===== src/rtl/pixel_writer.sv =====
// Framebuffer write stage: buffers rasteriser pixels in a FIFO and issues one Avalon-MM write per pixel.
// Optional build macro PIXEL_CLIP_EN: discard off-screen pixels and count them on pixels_clipped.
module pixel_writer #(
  parameter int unsigned H_RES       = 640,
  parameter int unsigned V_RES       = 480,
  parameter int unsigned FIFO_DEPTH  = 16,
  parameter int unsigned FULL_MARGIN = 2
) (
  input  logic        clock,
  input  logic        reset,
  input  logic [63:0] pixel_data,
  input  logic        pixel_data_valid,
  output logic        pixel_fifo_full,
  input  logic [31:0] fb_base,
  output logic [31:0] avm_address,
  output logic        avm_write,
  output logic [31:0] avm_writedata,
  output logic [3:0]  avm_byteenable,
  input  logic        avm_waitrequest,
  output logic        busy,
  output logic        overflow,
  output logic [31:0] pixels_written
`ifdef PIXEL_CLIP_EN
  ,
  output logic [31:0] pixels_clipped
`endif
);

  localparam int unsigned AW      = $clog2(FIFO_DEPTH);
  localparam int unsigned CW      = AW + 1;
  localparam int unsigned FULL_TH = FIFO_DEPTH - FULL_MARGIN;

  typedef struct packed {
    logic [11:0] x;
    logic [11:0] y;
    logic [31:0] colour;
  } pix_t;

  typedef enum logic [1:0] {
    S_IDLE  = 2'd0,
    S_CALC  = 2'd1,
    S_WRITE = 2'd2
  } state_t;

  state_t          r_state;
  state_t          w_state_next;
  pix_t            r_mem [FIFO_DEPTH];
  pix_t            r_pix;
  pix_t            w_in_pix;
  logic [AW-1:0]   r_wr_ptr;
  logic [AW-1:0]   r_rd_ptr;
  logic [CW-1:0]   r_count;
  logic [CW-1:0]   w_count_next;
  logic            w_push;
  logic            w_pop;
  logic            w_clip;
  logic            w_write_next;
  logic            w_done;
  logic [31:0]     w_offset;
  logic [31:0]     w_addr;
  logic            w_unused;

  assign w_in_pix = '{x: pixel_data[59:48], y: pixel_data[43:32], colour: pixel_data[31:0]};
  assign w_unused = ^{pixel_data[63:60], pixel_data[47:44], 32'(V_RES)};

  assign w_push = pixel_data_valid && (r_count < CW'(FIFO_DEPTH));
  assign w_pop  = (r_state == S_IDLE) && (r_count != '0);

  always_comb begin
    w_count_next = r_count;
    if (w_push && !w_pop)      w_count_next = r_count + CW'(1);
    else if (!w_push && w_pop) w_count_next = r_count - CW'(1);
  end

  // Constant multiply by the row pitch; fits one cycle
  assign w_offset = (32'(r_pix.y) * 32'(H_RES) + 32'(r_pix.x)) << 2;
  assign w_addr   = fb_base + w_offset;

`ifdef PIXEL_CLIP_EN
  assign w_clip = (32'(r_pix.x) >= 32'(H_RES)) || (32'(r_pix.y) >= 32'(V_RES));
`else
  assign w_clip = 1'b0;
`endif

  // State register
  always_ff @(posedge clock) begin
    if (reset) r_state <= S_IDLE;
    else       r_state <= w_state_next;
  end

  // Next state and write-request control
  always_comb begin
    w_state_next = r_state;
    w_write_next = avm_write;
    w_done       = 1'b0;
    case (r_state)
      S_IDLE: begin
        if (w_pop) w_state_next = S_CALC;
      end
      S_CALC: begin
        if (w_clip) begin
          w_state_next = S_IDLE;
        end else begin
          w_state_next = S_WRITE;
          w_write_next = 1'b1;
        end
      end
      S_WRITE: begin
        if (avm_write && !avm_waitrequest) begin
          w_done       = 1'b1;
          w_write_next = 1'b0;
          w_state_next = S_IDLE;
        end
      end
      default: begin
        w_state_next = S_IDLE;
        w_write_next = 1'b0;
      end
    endcase
  end

  // FIFO storage carries no reset
  always_ff @(posedge clock) begin
    if (w_push) r_mem[r_wr_ptr] <= w_in_pix;
  end

  always_ff @(posedge clock) begin
    if (reset) begin
      r_wr_ptr        <= '0;
      r_rd_ptr        <= '0;
      r_count         <= '0;
      r_pix           <= '0;
      avm_address     <= '0;
      avm_writedata   <= '0;
      avm_write       <= 1'b0;
      pixels_written  <= '0;
      busy            <= 1'b0;
      overflow        <= 1'b0;
      pixel_fifo_full <= 1'b0;
`ifdef PIXEL_CLIP_EN
      pixels_clipped  <= '0;
`endif
    end else begin
      if (w_push) r_wr_ptr <= r_wr_ptr + AW'(1);
      if (w_pop) begin
        r_rd_ptr <= r_rd_ptr + AW'(1);
        r_pix    <= r_mem[r_rd_ptr];
      end
      r_count <= w_count_next;
      if ((r_state == S_CALC) && !w_clip) begin
        avm_address   <= w_addr;
        avm_writedata <= r_pix.colour;
      end
      avm_write <= w_write_next;
      if (w_done) pixels_written <= pixels_written + 32'd1;
      if (pixel_data_valid && (r_count == CW'(FIFO_DEPTH))) overflow <= 1'b1;
      // Threshold taken from the count before this edge; margin covers that lag
      pixel_fifo_full <= (r_count >= CW'(FULL_TH));
      busy            <= (w_count_next != '0) || (w_state_next != S_IDLE);
`ifdef PIXEL_CLIP_EN
      if ((r_state == S_CALC) && w_clip) pixels_clipped <= pixels_clipped + 32'd1;
`endif
    end
  end

  assign avm_byteenable = 4'hF;

endmodule


===== config.mk =====
export PLATFORM = sky130hd
export DESIGN_NAME = pixel_writer
export DESIGN_NICKNAME = d
export VERILOG_FILES = /design/src/rtl/pixel_writer.sv
export SDC_FILE = /design/constraint.sdc
export NUM_CORES = 1
export LEC_CHECK = 0
export BUFFER_PORTS_ARGS = -buffer_cell sky130_fd_sc_hd__buf_2
export CAP_MARGIN = 20
export CELL_PAD_IN_SITES_DETAIL_PLACEMENT = 0
export CELL_PAD_IN_SITES_GLOBAL_PLACEMENT = 1
export CORE_MARGIN = 3
export CORE_UTILIZATION = 57
export DETAILED_ROUTE_END_ITERATION = 8
export PLACE_DENSITY = 0.94
export SLEW_MARGIN = 5
export SYNTH_ARGS = -nofsm -noshare
export SYNTH_HDL_FRONTEND = slang
export SYNTH_SLANG_ARGS = --single-unit

===== constraint.sdc =====
create_clock -name clock -period 12.6 [get_ports clock]
set_clock_uncertainty 0.15 [all_clocks]
set_input_delay 0.63 -clock clock [delete_from_list [all_inputs] [get_ports clock]]
set_output_delay 0.63 -clock clock [all_outputs]
set_load 0.02 [all_outputs]

==> flow_summary.yaml, run 1 <==
routing:
  drt_first_pass_iters: 5
  remaining_drc_errors: 0
  routed_via_density: 6.63
  wl_mm: 107
  num_vias: 23900
  drt_iter0_drc: 3488
  wl_per_cell_um: 29.7
  ant_nets: 0
critical_path:
  critPathLaunch: "r_pix[33]$_SDFFE_PP0P_"
  r2r_start: "r_pix[33]$_SDFFE_PP0P_"
  path_cells: "ha_1 > ha_1 > fa_1 > a211oi_1 > o21ai_0 > a211oi_1 > nor2_1 > xor2_1 > nand3b_1 > xor2_1 > ha_1 > a21oi_1 > o21ai_0 > a21o_1 > a21o_1 > a41oi_1 > nor3b_1 > a2111oi_0"
  ff2ff_setup_slack_ns: 7.33
  cpMaxStageDelayCell: "fa_1"
  cp_max_fo: 5
  endpoint: "avm_address[30]$_SDFFE_PP0P_"
  slowest_delay_ns: 0.45
  startpoint_type: "flip-flop"
  arrival_ns: 5.64
  cp-end-kind: "flip-flop"
  crit_cells: 18
  cpMostUsedCell: "ha_1"
  cp_top_family: "compound AO/OA/AOI/OAI gates"
  worstSetupPathType: "reg2reg"
  critical_path_required_ns: 12.97
  cp_num_buf_inv: 0
  rr_worst_depth: 18
  reg2reg_to: "avm_address[30]$_SDFFE_PP0P_"
grt:
  grt_pass1_vias: 24100
  grt_overflow: 0
  grt_util_all_layers_pct: 28.0
  grt_antenna_before_repair: 15
  grt_max_degree: 103
  grt_pass1_wl_mm: 160
power_and_ir_drop:
  power_density_nw_per_um2: 209
  ir_drop_mv: 0.229
  p_leak_nw: 15.6
status:
  status: "complete, no violations"
sta:
  setup_viol: 0
  finalMaxSlewViolations: 0
  hold_viol_final: 0
  fmax_mhz: 190
  slew_headroom_pct: 21.0
  fin_tns_setup_ns: 0
  finalCriticalPeriod_ns: 5.27
  fin_crit_sh_pct: 41.8
  tightest_slew_ns: 1.18
  rsz0062_at_grt: "false"
place:
  gp_congestion: 0.912
  dpl.hpwl_mm: 54.9
  portBuffers: 191
  place_area_um2: 44200
logic_synthesis:
  yosys.area_share.adder_pct: 1.83
  synth_ff_type: "edfxtp_1"
  yosysMostFrequentCell: "edfxtp_1"
  synth-compound-area-share_pct: 3.62
  yosysSeqAreaShare_pct: 72.0
  yosys_warnings: 0
  yosys.area.top_type_share_pct: 63.8
  synthTopCellsByArea: "edfxtp_1 64%, mux4_2 15%, dfxtp_1 8.1%, nand2_1 2.3%, a21oi_1 1.8%"
  yosys-top-cells-count: "896 x edfxtp_1, 280 x mux4_2, 260 x nand2_1, 171 x dfxtp_1, 152 x a21oi_1"
  synth_area_um2: 42100
  synth_top_family_by_area: "multiplexers"
  muxShareOfSynthArea_pct: 15.0
  synth-simple-area-share_pct: 4.89
  synth_xor_area_share_pct: 1.37
  yosys.area.top_type: "edfxtp_1"
  syn_avg_cell_area_um2: 18.0
  synth.distinct_cells: 59
  syn_inst: 2347
  ys_ff_latch: 1067
  synthArstFlopShare_pct: 0
  synth_enable_flop_cells: 896
floorplanning:
  die_area_um2: 77200
  chipHeight_um: 278
  ios: 204
  initial_utilization_pct: 57.7
  rows: 99
  fp.dieW_um: 278
  core_area_um2: 73100
cts:
  clockBufferDepth: 3
  ctsResizeCount: 0
  root_buffer: "clkbuf_16"
  path_clk_slew_ns: 0.07
  cts_tree: "done"
  holdBufCountCts: 0
  post_cts_buffers: 0
  cts_buffers: 100
  worstSkewPairLatency_ns: 0.67
  cts_max_level: 3
  cts.sinks: 1067
worst_hold_path:
  hp-class: "in2reg"
  min_path_cells: 3
  hold_path_startpoint: "fb_base[0]"
finish:
  layout.nets: 2717
  drive_above_1_share_pct: 26.0
  postLayoutCellArea_um2: 47600
  syn2layout_area_growth_pct: 12.9
run:
  drv_cap: 0
-- registers in the layout (all words and copies together) (netlist names) --
name             count
r_mem              896
r_pix               56
avm_address         32
avm_writedata       32
pixels_written      32
r_count              5
r_rd_ptr             4
r_wr_ptr             4
r_state              2
avm_write            1
busy                 1
overflow             1
pixel_fifo_full      1
-- through the flow --
stage          power (mW)  util, %  setup WS (ns)  hold WS, ns  std cells
2_1_floorplan        6.15        -           6.70        0.282       2350
6_report             9.95     65.1           7.33       0.0664       3606
3_5_place_dp         6.86     60.5           7.37        0.293       3412
3_3_place_gp         6.77     60.5           7.56        0.286       3412
5_1_grt              10.3     65.1           7.00       0.0787       3603
4_1_cts              9.95     65.0           7.34       0.0437       3596
-- worst min-delay path: stages --
cell and delay, ns:
buf_2 0.10, nand2_1 0.04, a21oi_1 0.05
-- metal layers --
| layer | track usage [%] | vias up | wire [µm] |
|---|---|---|---|
| li1 | - | 9715 | - |
| met1 | 37.5 | 12100 | 39200 |
| met2 | 45.2 | 1811 | 53100 |
| met3 | 6.14 | 265 | 11400 |
| met4 | 11.5 | 14 | 3470 |
| met5 | 0 | - | 108 |
-- placed cells by master, fill, tap and decap left out, types with 9 or more instances in the layout --
master / instances
edfxtp_1: 896
mux4_2: 280
nand2_1: 260
buf_2: 190
dfxtp_1: 167
a21oi_1: 152
clkbuf_16: 100
nor2_1: 72
ha_1: 57
o21ai_0: 41
xnor2_1: 35
buf_4: 32
xor2_1: 31
inv_1: 20
clkbuf_1: 20
nand3_1: 19
clkinv_1: 17
clkinv_2: 16
a211oi_1: 14
a21o_1: 14
nand4_1: 14
and3_1: 13
nor2_4: 12
bufinv_16: 11
nor3_1: 10
or3_1: 10
nand2b_1: 9
-- worst min-delay path by stage --
stage,end,slack (ns)
final,avm_address[0]$_SDFFE_PP0P_,0.07
after global routing,avm_address[0]$_SDFFE_PP0P_,0.08
after CTS,avm_address[0]$_SDFFE_PP0P_,0.04
after detailed placement,avm_writedata[2]$_SDFFE_PP0P_,0.29
after global placement,avm_address[22]$_SDFFE_PP0P_,0.29
after floorplan,avm_writedata[0]$_SDFFE_PP0P_,0.28
-- power by group --
| part | switching (mW) | internal [mW] | total [mW] |
|---|---|---|---|
| Sequential | 0.188 | 4.02 | 4.20 |
| Clock | 1.32 | 1.73 | 3.05 |
| Combinational | 1.55 | 1.14 | 2.70 |
-- area by class of cell --
class,instances,area (µm²)
well taps,959,1200
multi-input cells,1142,11400
inverters,20,75.1
fillers,4521,25500
repair buffers,226,1280
clock buffers,126,2660
flip-flops and latches,1067,30300
clock inverters,58,609
diodes,8,20.0
-- cells by family (layout without fill, tap and decap cells) --
logic type               Yosys count  in the layout
AND/OR/NAND/NOR                  465            465
other                              2             13
AO/OA/AOI/OAI                    265            265
XOR/XNOR                          66             66
buffers and inverters            141            430
multiplexers                     281            281
adder cells (fa/ha/maj)           60             60
flip-flops                      1067           1067
(Power assumes the default switching activity.)
==> run 2, diff against run 1 <==
--- a/config.mk
+++ b/config.mk
@@ -10,9 +10,9 @@
 export CELL_PAD_IN_SITES_DETAIL_PLACEMENT = 0
 export CELL_PAD_IN_SITES_GLOBAL_PLACEMENT = 1
 export CORE_MARGIN = 3
-export CORE_UTILIZATION = 57
+export CORE_UTILIZATION = 48
 export DETAILED_ROUTE_END_ITERATION = 8
-export PLACE_DENSITY = 0.94
+export PLACE_DENSITY = 0.86
 export SLEW_MARGIN = 5
 export SYNTH_ARGS = -nofsm -noshare
 export SYNTH_HDL_FRONTEND = slang
==> constraint.sdc (replaced) <==
create_clock -name clock -period 4.6 [get_ports clock]
set_clock_uncertainty 0.15 [all_clocks]
set_input_delay 0.23 -clock clock [delete_from_list [all_inputs] [get_ports clock]]
set_output_delay 0.23 -clock clock [all_outputs]
set_load 0.02 [all_outputs]
==> flow_summary.yaml, run 2 (synthesized netlist as in run 1, its figures left out) <==
critical_path:
  startpoint_type: "flip-flop"
  critical_path_required_ns: 5.02
  cp_max_fo: 5
  worstSetupPathType: "reg2reg"
  cp-end-kind: "flip-flop"
  arrival_ns: 4.91
routing:
  drt_iter0_drc: 2607
  remaining_drc_errors: 0
  top_layer: "met5"
  num_vias: 23600
  wl_per_cell_um: 26.9
  wl_met3_mm: 9.59
  wl_met2_mm: 53.1
  ant_nets: 0
  routed_via_density: 5.97
  wl_mm: 106
  drt_first_pass_iters: 6
  wl_met1_mm: 39.8
grt:
  grt_pass1_vias: 24100
  grt_pass1_wl_mm: 156
  grt_overflow: 0
  grt_antenna_before_repair: 13
  grt_util_all_layers_pct: 23.1
  grt_max_degree: 77
sta:
  fin_crit_sh_pct: 97.6
  finalMaxSlewViolations: 0
  setup_viol: 0
  slew_headroom_pct: 38.4
  tightest_slew_ns: 0.922
  setup_slack_ns: 0.110
  finalHoldWorstSlack_ns: 0.0373
  finalCriticalPeriod_ns: 4.49
  fmax_mhz: 223
  hold_viol_final: 0
finish:
  largest_reg_flops: 896
  layout.nets: 2857
  final_common_cell: "edfxtp_1"
  syn2layout_area_growth_pct: 18.4
  postLayoutCellArea_um2: 49900
  drive_above_1_share_pct: 28.8
  final_cell_mix: "896 x edfxtp_1, 280 x mux4_2, 260 x nand2_1"
  reg_top3: "r_mem (896), r_pix (56)"
  regMostFlops: "r_mem"
power_and_ir_drop:
  p_clk_share_pct: 30.7
  ir_drop_mv: 0.390
  pwr-share-comb_pct: 28.7
  p_leak_nw: 16.4
  p_sw_mw: 8.58
  switching_share_pct: 30.3
  seq_power_share_pct: 40.6
  p_int_mw: 19.7
  power_density_nw_per_um2: 567
floorplanning:
  core_area_um2: 86900
  rows: 108
  initial_utilization_pct: 48.5
  chipHeight_um: 302
  die_area_um2: 91400
  fp.dieW_um: 302
  ios: 204
place:
  pre_cts_slack_ns: -0.262
  portBuffers: 191
  dpl.hpwl_mm: 58.8
  place_area_um2: 45300
  gp_congestion: 0.905
run:
  drv_cap: 0
status:
  status: "complete, no violations"
cts:
  path_clk_slew_ns: 0.06
  cts.sinks: 1067
  clockBufferDepth: 3
  worstSkewPairLatency_ns: 0.67
  root_buffer: "clkbuf_16"
  cts_max_level: 3
  cts_buffers: 101
  cts_tree: "done"
worst_hold_path:
  hp-class: "in2reg"
run 2: cell types whose count changed in the layout (fill, tap and decap cells not counted), sizes merged:
cell	previous run	this run
buf	226	289
bufinv	11	17
clkinvlp	5	3
dlygate4sd3	0	76
clkinv	36	38
run 2: path summary, 6_finish.rpt:
kind	start	end	slack [ns]	cells after the start
hold / removal	fb_base[4]	avm_address[4]$_SDFFE_PP0P_	0.04	5
setup / recovery	r_pix[35]$_SDFFE_PP0P_	avm_address[31]$_SDFFE_PP0P_	0.11	19
hold reg to reg	avm_address[18]$_SDFFE_PP0P_	avm_address[18]$_SDFFE_PP0P_	0.30	2
setup reg to reg	r_pix[35]$_SDFFE_PP0P_	avm_address[31]$_SDFFE_PP0P_	0.11	19
run 2: metrics by stage:
step	instances	util [%]	TNS, ns	power, mW
floorplan	2350	-	0	16.8
global placement	3667	52.1	-0.158	19.1
detailed placement	3667	52.1	-1.06	19.3
CTS	3933	57.0	0	28.1
global route	3941	57.4	-0.0971	29.6
finish	3947	57.4	0	28.3
run 2: worst max-delay path, stage by stage (launching register included):
cell and delay, ns:
dfxtp_2 0.34, buf_4 0.14, ha_4 0.24, ha_4 0.26, o21a_1 0.22, a21oi_2 0.21
a211oi_2 0.11, o31a_1 0.33, or3_4 0.39, nand3b_1 0.20, xor2_2 0.18, ha_1 0.31
and4_1 0.22, and3_4 0.20, and3b_2 0.20, o31ai_4 0.08, buf_4 0.17, a31oi_4 0.17
xnor2_1 0.09, a211oi_1 0.19
run 2: final cells by class:
cell class / count / area [µm²]
sequential: 1067 / 30300
timing repair buffer: 365 / 2780
clock buffer: 126 / 2670
tap: 1155 / 1450
multi-input combinational: 1142 / 11700
antenna: 8 / 20.0
fill: 6220 / 37000
clock inverter: 64 / 813
inverter: 20 / 75.1
run 2: layer usage:
metal / global-route usage [%] / vias up
li1: - / 10000
met1: 29.9 / 12000
met2: 38.3 / 1304
met3: 5.57 / 239
met4: 8.69 / 12
met5: 0 / -
run 2: power groups by stage:
stage | registers, mW | clock network, mW | logic, mW
floorplan | 11.6 | 0 | 5.24
global placement | 11.6 | 0 | 7.48
detailed placement | 11.7 | 0 | 7.62
CTS | 11.5 | 8.79 | 7.84
global route | 11.5 | 9.18 | 8.85
finish | 11.5 | 8.68 | 8.13
run 2: timing repair:
action                                 CTS  global route
buffers inserted                         0             6
setup endpoints to repair                8             9
pin swaps                                5            28
gates resized for setup                  9            54
endpoints found under the hold margin  955             0
hold buffers                            76             0
